==> src/rtl/clk_div_pkg.sv <==
// Shared types and helpers for the programmable clock divider.
package clk_div_pkg;

    localparam int unsigned MIN_DIV = 2;

    typedef enum logic {
        ST_IDLE,
        ST_RUN
    } div_state_e;

    function automatic logic [31:0] half_div(input logic [31:0] n);
        return n >> 1;
    endfunction

    function automatic logic div_legal(input logic [31:0] n);
        return n >= MIN_DIV;
    endfunction

endpackage

==> src/rtl/clk_div_if.sv <==
// Control/status bundle of the programmable clock divider.
interface clk_div_if #(
    parameter int unsigned W = 8
);
    logic         en;
    logic [W-1:0] div_in;
    logic         div_load;
    logic         clk_out;
    logic [W-1:0] div_active;
    logic         running;
    logic         period_tick;
    logic         div_err;

    modport master (
        output en, div_in, div_load,
        input  clk_out, div_active, running, period_tick, div_err
    );

    modport slave (
        input  en, div_in, div_load,
        output clk_out, div_active, running, period_tick, div_err
    );
endinterface

==> src/rtl/clk_div_negret.sv <==
// Falling-edge retime of the divider high phase; isolated so timing constraints can target it.
module clk_div_negret (
    input  logic clk,
    input  logic rst,
    input  logic d,
    output logic q
);
    always_ff @(negedge clk) begin
        if (rst) q <= 1'b0;
        else     q <= d;
    end
endmodule

==> src/rtl/clk_div_prog.sv <==
// Runtime-programmable integer clock divider with 50% duty for odd and even divisors.
module clk_div_prog
    import clk_div_pkg::*;
#(
    parameter int unsigned W           = 8,
    parameter int unsigned DEFAULT_DIV = 15
) (
    input logic       clk,
    input logic       rst,
    clk_div_if.slave  bus
);
    div_state_e   state;
    logic [W-1:0] posc;
    logic [W-1:0] pend;
    logic [W-1:0] div_active;
    logic         pos_hi;
    logic         neg_hi;
    logic         pend_vld;
    logic         period_tick;
    logic         div_err;

    logic         load_ok;
    logic         at_boundary;
    logic         apply_now;
    logic [W-1:0] div_next;
    logic [W-1:0] posc_inc;
    logic [W-1:0] half_cur;

    always_comb begin
        load_ok     = bus.div_load && div_legal(32'(bus.div_in));
        at_boundary = (state == ST_RUN) && (posc == div_active - W'(1));
        apply_now   = at_boundary || ((state == ST_IDLE) && bus.en);
        // A legal load landing on the apply edge wins over anything pending.
        div_next    = load_ok ? bus.div_in : (pend_vld ? pend : div_active);
        posc_inc    = posc + W'(1);
        half_cur    = W'(half_div(32'(div_active)));
    end

    always_ff @(posedge clk) begin
        if (rst) begin
            state       <= ST_IDLE;
            posc        <= '0;
            pos_hi      <= 1'b0;
            pend        <= '0;
            pend_vld    <= 1'b0;
            div_active  <= W'(DEFAULT_DIV);
            period_tick <= 1'b0;
            div_err     <= 1'b0;
        end else begin
            period_tick <= 1'b0;
            div_err     <= bus.div_load && !div_legal(32'(bus.div_in));
            if (apply_now) begin
                div_active <= div_next;
                pend_vld   <= 1'b0;
                posc       <= '0;
                if (bus.en) begin
                    state       <= ST_RUN;
                    pos_hi      <= 1'b1;
                    period_tick <= 1'b1;
                end else begin
                    state  <= ST_IDLE;
                    pos_hi <= 1'b0;
                end
            end else begin
                if (load_ok) begin
                    pend     <= bus.div_in;
                    pend_vld <= 1'b1;
                end
                if (state == ST_RUN) begin
                    posc   <= posc_inc;
                    pos_hi <= (posc_inc < half_cur);
                end
            end
        end
    end

    clk_div_negret u_negret (
        .clk (clk),
        .rst (rst),
        .d   (pos_hi),
        .q   (neg_hi)
    );

    // Odd divisors stretch the high phase by the half cycle held in neg_hi.
    assign bus.clk_out     = div_active[0] ? (pos_hi | neg_hi) : pos_hi;
    assign bus.div_active  = div_active;
    assign bus.running     = (state == ST_RUN);
    assign bus.period_tick = period_tick;
    assign bus.div_err     = div_err;

endmodule
==> src/flat_wrapper.sv <==
// flat-port wrapper written by rule: the top's interface ports become plain ports
module clk_div_prog_flat import clk_div_pkg::*;
#(
    parameter int unsigned W           = 8,
    parameter int unsigned DEFAULT_DIV = 15
)
  (clk, rst, bus_en, bus_div_in, bus_div_load, bus_clk_out, bus_div_active, bus_running, bus_period_tick, bus_div_err);
  clk_div_if #(.W(W)) bus_i ();
  input logic clk;
  input logic rst;
  input wire logic [$bits(bus_i.en)-1:0] bus_en;
  input wire logic [$bits(bus_i.div_in)-1:0] bus_div_in;
  input wire logic [$bits(bus_i.div_load)-1:0] bus_div_load;
  output wire logic [$bits(bus_i.clk_out)-1:0] bus_clk_out;
  output wire logic [$bits(bus_i.div_active)-1:0] bus_div_active;
  output wire logic [$bits(bus_i.running)-1:0] bus_running;
  output wire logic [$bits(bus_i.period_tick)-1:0] bus_period_tick;
  output wire logic [$bits(bus_i.div_err)-1:0] bus_div_err;
  assign bus_i.en = bus_en;
  assign bus_i.div_in = bus_div_in;
  assign bus_i.div_load = bus_div_load;
  assign bus_clk_out = bus_i.clk_out;
  assign bus_div_active = bus_i.div_active;
  assign bus_running = bus_i.running;
  assign bus_period_tick = bus_i.period_tick;
  assign bus_div_err = bus_i.div_err;
  clk_div_prog #(.W(W), .DEFAULT_DIV(DEFAULT_DIV)) u_core (.clk(clk), .rst(rst), .bus(bus_i));
endmodule
==> config.mk <==
export PLATFORM = sky130hd
export DESIGN_NAME = clk_div_prog_flat
export DESIGN_NICKNAME = d
export VERILOG_FILES = /design/src/rtl/clk_div_pkg.sv /design/src/rtl/clk_div_if.sv /design/src/rtl/clk_div_negret.sv /design/src/rtl/clk_div_prog.sv /design/src/flat_wrapper.sv
export SDC_FILE = /design/constraint.sdc
export NUM_CORES = 1
export LEC_CHECK = 0
export CORE_UTILIZATION = 45
export DETAILED_ROUTE_END_ITERATION = 8
export GPL_TIMING_DRIVEN = 0
export MAX_ROUTING_LAYER = met4
export PLACE_DENSITY = 0.78
export SLEW_MARGIN = 20
export SYNTH_ARGS = -nofsm -noshare
export SYNTH_HDL_FRONTEND = slang
export SYNTH_SLANG_ARGS = --single-unit
==> constraint.sdc <==
create_clock -name clk -period 7.2 [get_ports clk]
set_clock_uncertainty 0.05 [all_clocks]
set_input_delay 1.44 -clock clk [delete_from_list [all_inputs] [get_ports clk]]
set_output_delay 1.44 -clock clk [all_outputs]
set_load 0.01 [all_outputs]
Word-level counts from Yosys, hierarchy flattened
Index checks and enable logic that the tools add are counted.
Widths: inputs -> output; s select.
{ "classes": {"addsub": 2, "n_reduce_logical": 12, "n_lt_le_gt_ge": 2, "bitwise_logic": 3, "mux": 6, "n_eq_ne": 1} }
{ "op_table": {"columns": ["op", "n"], "rows": [
  ["$mux 8", 2],
  ["$add 8x1->8 const B", 1],
  ["$eq 8x8->1", 1],
  ["$ge 8x2->1 const B", 1],
  ["$lt 8x7->1", 1],
  ["$sub 8x1->8 const B", 1],
  ["$logic_and 1x1->1", 4],
  ["$mux 1", 4],
  ["$reduce_and 2->1", 2],
  ["$reduce_bool 2->1", 2],
  ["$reduce_or 2->1", 2],
  ["$not 1->1", 2],
  ["$logic_not 1->1", 1],
  ["$logic_or 1x1->1", 1],
  ["$or 1x1->1", 1]
]} }
{ "word_totals": {"out_inout_bits": 12, "inputBits": 12, "regBits": 30, "word_cells": 35} }

Longest topological paths before layout
Gate-level depths: netlist of the first run.
{ "depth": {"ltp_word": 6, "depth_mapped": 10, "ltp_nobuf": 9} }

Hierarchy
From an unflattened synthesis of the first run, not the netlist that was laid out.
{ "unflattened": {"hier_cells": 199, "area_unflattened_um2": 1710.4} }
{ "by_module_without_submodules": {"columns": ["module", "cells_per_inst", "seq_area_each_um2", "instances", "area_per_inst_um2"], "rows": [
  ["clk_div_prog", 196, 580.6, 1, 1672.9],
  ["clk_div_negret", 3, 20.0, 1, 37.5]
]} }

==> flow_summary.toml, run 1 <==
[cells_and_area]
final_common_cell = "dfxtp_1"
layoutNonFillerInstCount = 265
drive_gt1_frac = 0.0776
layout_common_cells = "30 x dfxtp_1, 23 x nor2_1, 22 x clkdlybuf4s50_1"
n_antenna_cell = 0
fin_nets = 239
nFillCells = 317
syn_to_final_growth_pct = 22.5

[cts]
postCtsSetupBuffers = 0
clk_pin_slew_ps = 60
cts_buffers = 5
cts.sinks = 30
cts_hold_buf = 0
cts_resized = 0
clk_path_buf_depth = 2
clock-root-buffer = "clkbuf_8"
cts_tree = "yes"
clk_latency_ps = 280
htreeDepth = 2

[job]
max_cap_viol_count = 0

[yosys]
ys_seq_area_frac = 0.355
synth.area.top_cells = "dfxtp_1 35%, xor2_1 7.8%, ha_1 5.9%, mux2i_1 5.3%, nor2_1 5.1%"
synth_top_area_cell = "dfxtp_1"
synth_nets = 210
yosysTopAreaCellShare = 0.355
yosysUniqueCellTypes = 42
postSynthCellCount = 190
synthesis.area_um2 = 1690
synth_seq_cells = 30
synth-warning-count = 0
syn_area_per_cell_um2 = 8.92

[global_routing]
antenna_found_initial = 0
grt_overflow_total = 0
grt_pass1_vias = 1309
grt_max_degree = 11
grt_use_total = 0.202
grt_pass1_wl_um = 6020

[sta]
slew_viol_final = 0
slew_headroom = 0.608
finalHoldViolations = 0
setup_viol = 0
grt_setup_unrepaired = "no"
worst_pin_slew_ps = 587
setup_tns_ps = 0

[drt]
detail_route.wl_per_cell_um = 13.0
dr_total_vias = 1417
drt_iter0_drc = 87
drt_wl_total_um = 3450
vias_per_cell = 5.35
drc_errors = 0
drt-pass1-iter-count = 4
ant_nets = 0

[die]
coreArea_um2 = 3470
num_io_pins = 24
design.die.area_um2 = 4010
die_w_um = 63.4
rows = 21
die_height_um = 63.4
start_util = 0.488

[hold_path]
hold_class = "reg2reg"
hold_start = "u_core.pend[2]"

[setup_path]
end_kind = "output port"
crit_path_start = "u_core.u_negret.q"
rr_startpoint = "u_core.pos_hi"
crit_path_max_fanout = 1
start_kind = "flop"
crit_type = "reg2out"
arrival_ps = 4870
critPathRequiredTime_ps = 5710

[placement]
dp_cells = 258
dp_hpwl_um = 2620
gp_congestion = 0.834
port_buffers = 22

[outcome]
outcome = "complete, no violations"

[power]
pwr_density_cell_nw_per_um2 = 193
ir_worst_vdd_mv = 0.158
p_leak_nw = 0.867
power.total_w = 0.000400
[metal layers]
layer,share of wire,vias up,routed length [µm],global-route usage
met3,0.046,6,158,0.0598
met1,0.49,653,1680,0.257
met5,0,-,0,-
met4,0.018,0,63,0.0852
li1,-,727,-,-
met2,0.45,31,1540,0.297
[area by class of cell]
type | instances | area, µm² | area share
inverters | 9 | 33.8 | 0.0163
multi-input cells | 141 | 1020 | 0.492
flip-flops and latches | 30 | 601 | 0.290
plain buffers | 9 | 36.3 | 0.0175
clock inverters | 3 | 37.5 | 0.0181
clock buffers | 5 | 68.8 | 0.0332
repair buffers | 22 | 220 | 0.106
well taps | 46 | 57.6 | 0.0277
[cells by family after synthesis]
logic type               after synthesis  share of synthesized area
buffers and inverters                 19                     0.0436
AO/OA/AOI/OAI                         37                      0.174
multiplexers                           9                     0.0532
adder cells (fa/ha/maj)                8                     0.0591
XOR/XNOR                              20                      0.103
AND/OR/NAND/NOR                       67                      0.212
flip-flops                            30                      0.355
[stage by stage]
step | instance area (µm²) | util | hold WS (ps) | setup WS (ps)
finish | 2070 | 0.598 | 441 | 844
global route | 2070 | 0.598 | 476 | 796
global placement | 1970 | 0.569 | 413 | 1190
detailed placement | 1970 | 0.569 | 427 | 1190
CTS | 2070 | 0.598 | 443 | 835
floorplan | 1690 | - | 401 | 1640
[cells in the mapped netlist]
library cell,instances
a2111oi_0,1
a211o_1,1
a211oi_4,2
a21o_1,2
a21oi_1,8
a21oi_2,1
a221o_1,1
a22oi_1,1
a2bb2oi_1,4
a31oi_1,2
and2_1,1
and3_1,6
and4_1,1
buf_2,2
clkbuf_1,7
dfxtp_1,30
ha_1,8
inv_1,10
mux2i_1,9
nand2_1,11
nand2b_1,2
nand3_1,4
nand3b_1,4
nand4_1,3
nor2_1,23
nor2b_1,1
nor3_1,1
nor3_4,1
nor3b_1,3
nor4_1,1
o2111ai_1,1
o21ai_0,6
o21bai_4,1
o22ai_1,4
o311a_1,1
o32ai_2,1
or2_2,1
or2_4,1
or4_1,2
or4_4,1
xnor2_1,5
xor2_1,15
[registers in the layout, indices dropped and copies added (netlist names)]
signal and count:
u_core.bus.period_tick 1, u_core.u_negret.q 1, u_core.pend 8, u_core.bus.running 1, u_core.posc 8, u_core.pend_vld 1, u_core.bus.div_err 1, u_core.pos_hi 1
u_core.bus.div_active 8
[critical path, stage by stage (launching register included)]
cell and delay (ps):
dfxtp_1 300, a21o_1 100, clkdlybuf4s50_1 530
[power by group]
group          switching, W  internal, W
Combinational     0.0000272    0.0000292
Sequential       0.00000870     0.000174
Clock             0.0000608     0.000101
Total             0.0000967     0.000304
[path summary, 6_finish.rpt]
path                             to  slack, ps  cells after the start
setup / recovery        bus_clk_out        840                      2
hold / removal       u_core.pend[2]        440                      2
setup reg to reg  u_core.u_negret.q       3040                      1
hold reg to reg      u_core.pend[2]        440                      2
Power figures use the tool's default switching activity.
==> run 2, diff against run 1 <==
Settings changed: SETUP_SLACK_MARGIN from default to 0.1.
==> results of run 2 <==
No change in the layout: final DEF, timing and power equal those of run 1.
==> run 3, diff against run 2 <==
--- a/config.mk
+++ b/config.mk
@@ -13,3 +13,2 @@
 export SETUP_SLACK_MARGIN = 0.1
-export SLEW_MARGIN = 20
 export SYNTH_ARGS = -nofsm -noshare
--- a/constraint.sdc
+++ b/constraint.sdc
@@ -4,2 +4,2 @@
 set_output_delay 1.44 -clock clk [all_outputs]
-set_load 0.01 [all_outputs]
+set_load 0.05 [all_outputs]
==> results of run 3 <==
The final DEF is identical to that of run 1. Status: complete, no violations.
Among the figures that moved: setup slack after placement 1190 ps -> 922 ps; setup slack after layout 844 ps -> 576 ps; total power 0.000400 W -> 0.000412 W
==> RTL change 1: new RTL, flow settings as in run 3 <==
Make the reset (`rst`) asynchronous in 2 clocked blocks.
--- a/src/rtl/clk_div_negret.sv
+++ b/src/rtl/clk_div_negret.sv
@@ -5,7 +5,7 @@
     input  logic d,
     output logic q
 );
-    always_ff @(negedge clk) begin
+    always_ff @(negedge clk or posedge rst) begin
         if (rst) q <= 1'b0;
         else     q <= d;
     end
--- a/src/rtl/clk_div_prog.sv
+++ b/src/rtl/clk_div_prog.sv
@@ -36,7 +36,7 @@
         half_cur    = W'(half_div(32'(div_active)));
     end
 
-    always_ff @(posedge clk) begin
+    always_ff @(posedge clk or posedge rst) begin
         if (rst) begin
             state       <= ST_IDLE;
             posc        <= '0;
Check against the original RTL: not checked (the comparison handles one clock edge and no latches or derived clocks); the edit may change what the design does.
==> RTL change 1 against run 3 <==
  * Count of clock-buffer cells in the layout rose by 1
  * Register-to-register slack got worse by 40 ps
  * Synthesized area rose by 5.2%
  * Hold slack improved by 17 ps
  * First-iteration DRC count fell by 53%
  * Worst setup slack got worse by 38 ps
  * Routed wire length rose by 12%
  * Final cell count fell by 6.8%
  * Global-route usage rose by 1.3 points
  * Cell area rose by 4.5%
  * Via count fell by 2.7%
  * Sequential cell count did not move
  * Highest routed layer unchanged
Power is not compared: it rests on default switching activity, and its combinational part moved more than twofold at a synthesized area within 25%.
==> RTL change 1: results (changes against run 3) <==
{| class="wikitable"
! Metric !! Value
|-
| Outcome || finished, final reports clean
|-
| Ratio of cells with drive above 1 in the final layout || 13.1% (+5.3 points)
|-
| Crit Reg-Reg Startpoint || u_core.pos_hi
|-
| Tot GR Track Use || 21.6% (+1.3 points)
|-
| Placer Congestion || 0.892 (+6.9%)
|-
| Count of filler cells inserted in the layout || 331 (+4.4%)
|-
| Die Area || 4220 µm² (+5.0%)
|-
| First-pass iteration count of the detailed router || 4 (unchanged)
|-
| Dominant cells by area after synthesis || dfrtp_1 (35%), dfstp_2 (5.9%), ha_1 (5.6%)
|-
| Terminus of the critical flop-to-flop path || u_core.u_negret.q
|-
| Net count of the mapped netlist || 188 (-10%)
|-
| Placed instance area || 2070 µm² (+5.1%)
|-
| Wire length reported by the detailed router || 3.86 mm (+12%)
|-
| Initial DRC count || 41 (-53%)
|-
| Remaining max-slew budget at the tightest pin || 26.5% (-34 points)
|-
| HPWL after detailed placement || 2.94 mm (+13%)
|-
| Maximum number of pins on one net before global-route repair || 31 (+20)
|-
| Post-synth top cells || dfrtp_1 (25), inv_1 (10), nand2_1 (10)
|-
| Count of input and output buffers || 23 (+4.5%)
|-
| Post-synth cell types || 43 (+2.4%)
|-
| Total Nets Final || 218 (-8.8%)
|-
| Synth Flop Type || dfrtp_1
|-
| Sequential-to-total area share from yosys stat || 42.4% (+7.0 points)
|-
| Via count of the first global-routing pass || 1433 (+9.5%)
|-
| Crit. Startpoint || u_core.u_negret.q
|-
| First-pass GRT wire length || 6.69 mm (+11%)
|-
| Cells on worst reg2reg path || 0 (-1)
|-
| Reg2reg setup slack || 3000 ps (-40 ps)
|-
| Clock Pin Slew Worst Setup and Hold Paths || 60 ps (about the same)
|-
| Vias per std cell || 5.58 (+4.4%)
|-
| Worst Path Arrival || 5170 ps (+40 ps)
|-
| Asr flop ratio synth || 100% (+100 points)
|}
==> RTL change 1: routing by layer <==
metal / part of all wire (%) / track usage (%)
met1: 43 / 25.6
met2: 51 / 35.7
met3: 5.8 / 5.99
met4: 0.54 / 6.11
met5: 0 / -
==> RTL change 1: cell type report <==
type / count / area share [%]
buffer: 5 / 0.866
clock buffer: 6 / 3.81
clock inverter: 2 / 0.577
inverter: 10 / 1.73
multi-input combinational: 123 / 44.7
sequential: 30 / 34.9
tap: 48 / 2.77
timing repair buffer: 23 / 10.6
==> RTL change 1: per-stage QoR <==
step	power, mW	worst slack [ps]	instances
2_1_floorplan	0.685	1370	168
3_3_place_gp	0.802	853	239
3_5_place_dp	0.827	837	239
4_1_cts	0.970	528	247
5_1_grt	1.04	507	247
6_report	0.967	538	247
==> RTL change 1: logic make-up after synthesis <==
logic type / after synthesis / share of synthesized area [%]
DFF: 30 / 42.4
and+or+nand+nor: 47 / 14.4
buffers and inverters: 15 / 3.16
xor gates and xnor gates: 14 / 7.72
AOI/OAI and AO/OA: 41 / 18.8
muxes: 13 / 7.87
adders and majority gates: 8 / 5.62
==> RTL change 1: how the worst min path moves through the flow <==
| stage | start | to | slack [ps] | depth (start not counted) |
|---|---|---|---|---|
| after floorplan | u_core.pend[0] | u_core.pend[0] | 430 | 1 |
| after global placement | u_core.pend[5] | u_core.pend[5] | 440 | 1 |
| after detailed placement | u_core.pend[1] | u_core.pend[1] | 450 | 1 |
| after CTS | u_core.pend[1] | u_core.pend[1] | 460 | 1 |
| after global routing | u_core.pend[1] | u_core.pend[1] | 480 | 1 |
| final | u_core.pend[1] | u_core.pend[1] | 460 | 1 |
==> RTL change 1: critical path, delay by kind of cell, from the launching register on <==
kind / cells / cell delay (ps)
buffers and inverters: 1 / 790
DFF: 1 / 390
AOI/OAI and AO/OA: 1 / 110
==> RTL change 2: new RTL, config.mk and constraints of run 3 <==
Without the edit above. `W` is set to 8 in 3 places; all go to 9.
--- a/src/rtl/clk_div_if.sv
+++ b/src/rtl/clk_div_if.sv
@@ -1,6 +1,6 @@
 // Control/status bundle of the programmable clock divider.
 interface clk_div_if #(
-    parameter int unsigned W = 8
+    parameter int unsigned W = 9
 );
     logic         en;
     logic [W-1:0] div_in;
--- a/src/rtl/clk_div_prog.sv
+++ b/src/rtl/clk_div_prog.sv
@@ -2,7 +2,7 @@
 module clk_div_prog
     import clk_div_pkg::*;
 #(
-    parameter int unsigned W           = 8,
+    parameter int unsigned W           = 9,
     parameter int unsigned DEFAULT_DIV = 15
 ) (
     input logic       clk,
--- a/src/flat_wrapper.sv
+++ b/src/flat_wrapper.sv
@@ -1,7 +1,7 @@
 // flat-port wrapper written by rule: the top's interface ports become plain ports
 module clk_div_prog_flat import clk_div_pkg::*;
 #(
-    parameter int unsigned W           = 8,
+    parameter int unsigned W           = 9,
     parameter int unsigned DEFAULT_DIV = 15
 )
   (clk, rst, bus_en, bus_div_in, bus_div_load, bus_clk_out, bus_div_active, bus_running, bus_period_tick, bus_div_err);
Ports: changed (resized bus_div_active and bus_div_in); port bits go from 24 to 26. No check against the original RTL was run, so the function may have changed too.
==> RTL change 2 against run 3 <==
  * Cell area rose by 22%
  * Worst setup slack lost 6.1 ps
  * Total power rose by 10%
  * Hold slack got worse by 18 ps
  * Routed wire length rose by 43%
  * Sequential cell count rose by 3
  * Core utilization fell by 2.8 points
  * Synthesized area grew 25%
==> RTL change 2: results (changes against run 3) <==
{| class="wikitable"
! Metric !! Value
|-
| Outcome || finished, final reports clean
|-
| Worst Path Arrival || 5140 ps (about the same)
|-
| Synth warnings || 0 (unchanged)
|-
| Gates resized, CTS repair || 0 (unchanged)
|-
| Count of input and output buffers || 25 (+14%)
|-
| First-pass GRT wire length || 8.31 mm (+38%)
|-
| Post-synth top cells || dfxtp_1 (33), nand2_1 (23), nand2b_1 (20)
|-
| Worst-case hold slack || 423 ps (-18.1 ps)
|-
| Net count of the mapped netlist || 273 (+30%)
|-
| Leakage dissipation || 1.02 nW (+17%)
|-
| Total Nets Final || 305 (+28%)
|-
| Tot GR Track Use || 21.6% (+1.4 points)
|-
| Placed instance area || 2430 µm² (+23%)
|-
| Routed length on met2 || 2.35 mm (+53%)
|-
| Post-synth EDFFs || 0 (unchanged)
|-
| Number of cells in the finished layout apart from fillers || 336 (+27%)
|-
| Remaining max-slew budget at the tightest pin || 53.5% (-7.3 points)
|-
| HPWL after detailed placement || 3.57 mm (+37%)
|-
| Antenna Cells || 0 (unchanged)
|-
| Wire length per cell || 14.7 µm (+13%)
|-
| Largest stage delay on the critical path || around 800 ps
|-
| Initial DRC count || 140 (+61%)
|-
| Number of cells in the design after placement || 328 (+27%)
|-
| Number of H-tree levels || 2 (unchanged)
|-
| Post-Syn Area per Cell || 8.42 µm² (-5.6%)
|-
| Terminus of the critical flop-to-flop path || u_core.u_negret.q
|-
| Met1 Routed Length || 2.35 mm (+39%)
|-
| Bufs on Longest Clock Path || 2 (unchanged)
|-
| Post-placement worst setup slack || 927 ps (+4.59 ps)
|-
| Placer Congestion || 0.844 (+1.3%)
|-
| Sequential-to-total area share from yosys stat || 31.3% (-4.2 points)
|-
| Via count of the first global-routing pass || 1751 (+34%)
|-
| Hold path cells || 2 (unchanged)
|-
| Worst hold endpoint || u_core.pend[8]
|-
| Hold_sp || u_core.pend[8]
|-
| Largest registers || u_core.bus.div_active x9, u_core.pend x9, u_core.posc x9
|-
| Routed wl met3 || 167 µm (+5.7%)
|-
| Clock network latency to the later pin of the worst-skew pair || 290 ps
|-
| Worst supply voltage drop on vdd || 0.104 mV (-34%)
|-
| Post-synth cell types || 45 (+7.1%)
|-
| Setup Total Neg Slack || 0 ps (unchanged)
|-
| Vias per std cell || 5.53 (+3.5%)
|-
| Reg2reg setup slack || 3020 ps (-20 ps)
|-
| Ratio of cells with drive above 1 in the final layout || 8.45% (+0.69 points)
|-
| Cells on worst reg2reg path || 1 (unchanged)
|-
| Dominant cells by area after synthesis || dfxtp_1 (31%), mux2i_1 (6.6%), nand2b_1 (5.9%)
|-
| First-pass iteration count of the detailed router || 5 (+1)
|-
| Cell with the biggest individual delay on the critical path || clkdlybuf4s50_1
|}
-- RTL change 2: worst max path at each step --
stage	cells after the start	slack [ps]	to	from
global placement	2	930	bus_clk_out	u_core.u_negret.q
global route	2	530	bus_clk_out	u_core.u_negret.q
CTS	2	570	bus_clk_out	u_core.u_negret.q
finish	2	570	bus_clk_out	u_core.u_negret.q
floorplan	1	1450	bus_clk_out	u_core.u_negret.q
detailed placement	2	930	bus_clk_out	u_core.u_negret.q
-- RTL change 2: kinds of logic after synthesis --
logic type               Yosys count  synth area share, %
AND/OR/NAND/NOR                  105                 26.5
AO/OA/AOI/OAI                     35                 11.7
flip-flops                        33                 31.3
buffers and inverters             27                 5.51
XOR/XNOR                          23                 9.53
multiplexers                      19                 10.2
adder cells (fa/ha/maj)            9                 5.33
-- RTL change 2: final cells by class --
class                           count  area, µm²
Clock buffer                        6       72.6
Clock inverter                      3       37.5
Multi-Input combinational cell    191       1340
Tap cell                           52       65.1
Sequential cell                    33        661
Inverter                           12       45.0
Buffer                             14       67.6
Timing Repair Buffer               25        250
Fill cell                         425       1910
-- RTL change 2: tightest hold or removal path: cells and delay by family, from the launching register on --
family / cells / cell delay, ps
flops: 1 / 310
mux: 1 / 50
simple gates: 1 / 60
-- RTL change 2: routing by layer --
layer,global-route usage [%],up-vias
met2,35.6,34
li1,-,942
met3,4.42,5
met1,26.7,878
met4,6.89,0
met5,-,-
-- RTL change 2: report_power, final --
group	leakage, nW	switching [mW]	internal (mW)
Sequential	0.270	0.0100	0.191
Combinational	0.687	0.0464	0.0355
Clock	0.0582	0.0689	0.103
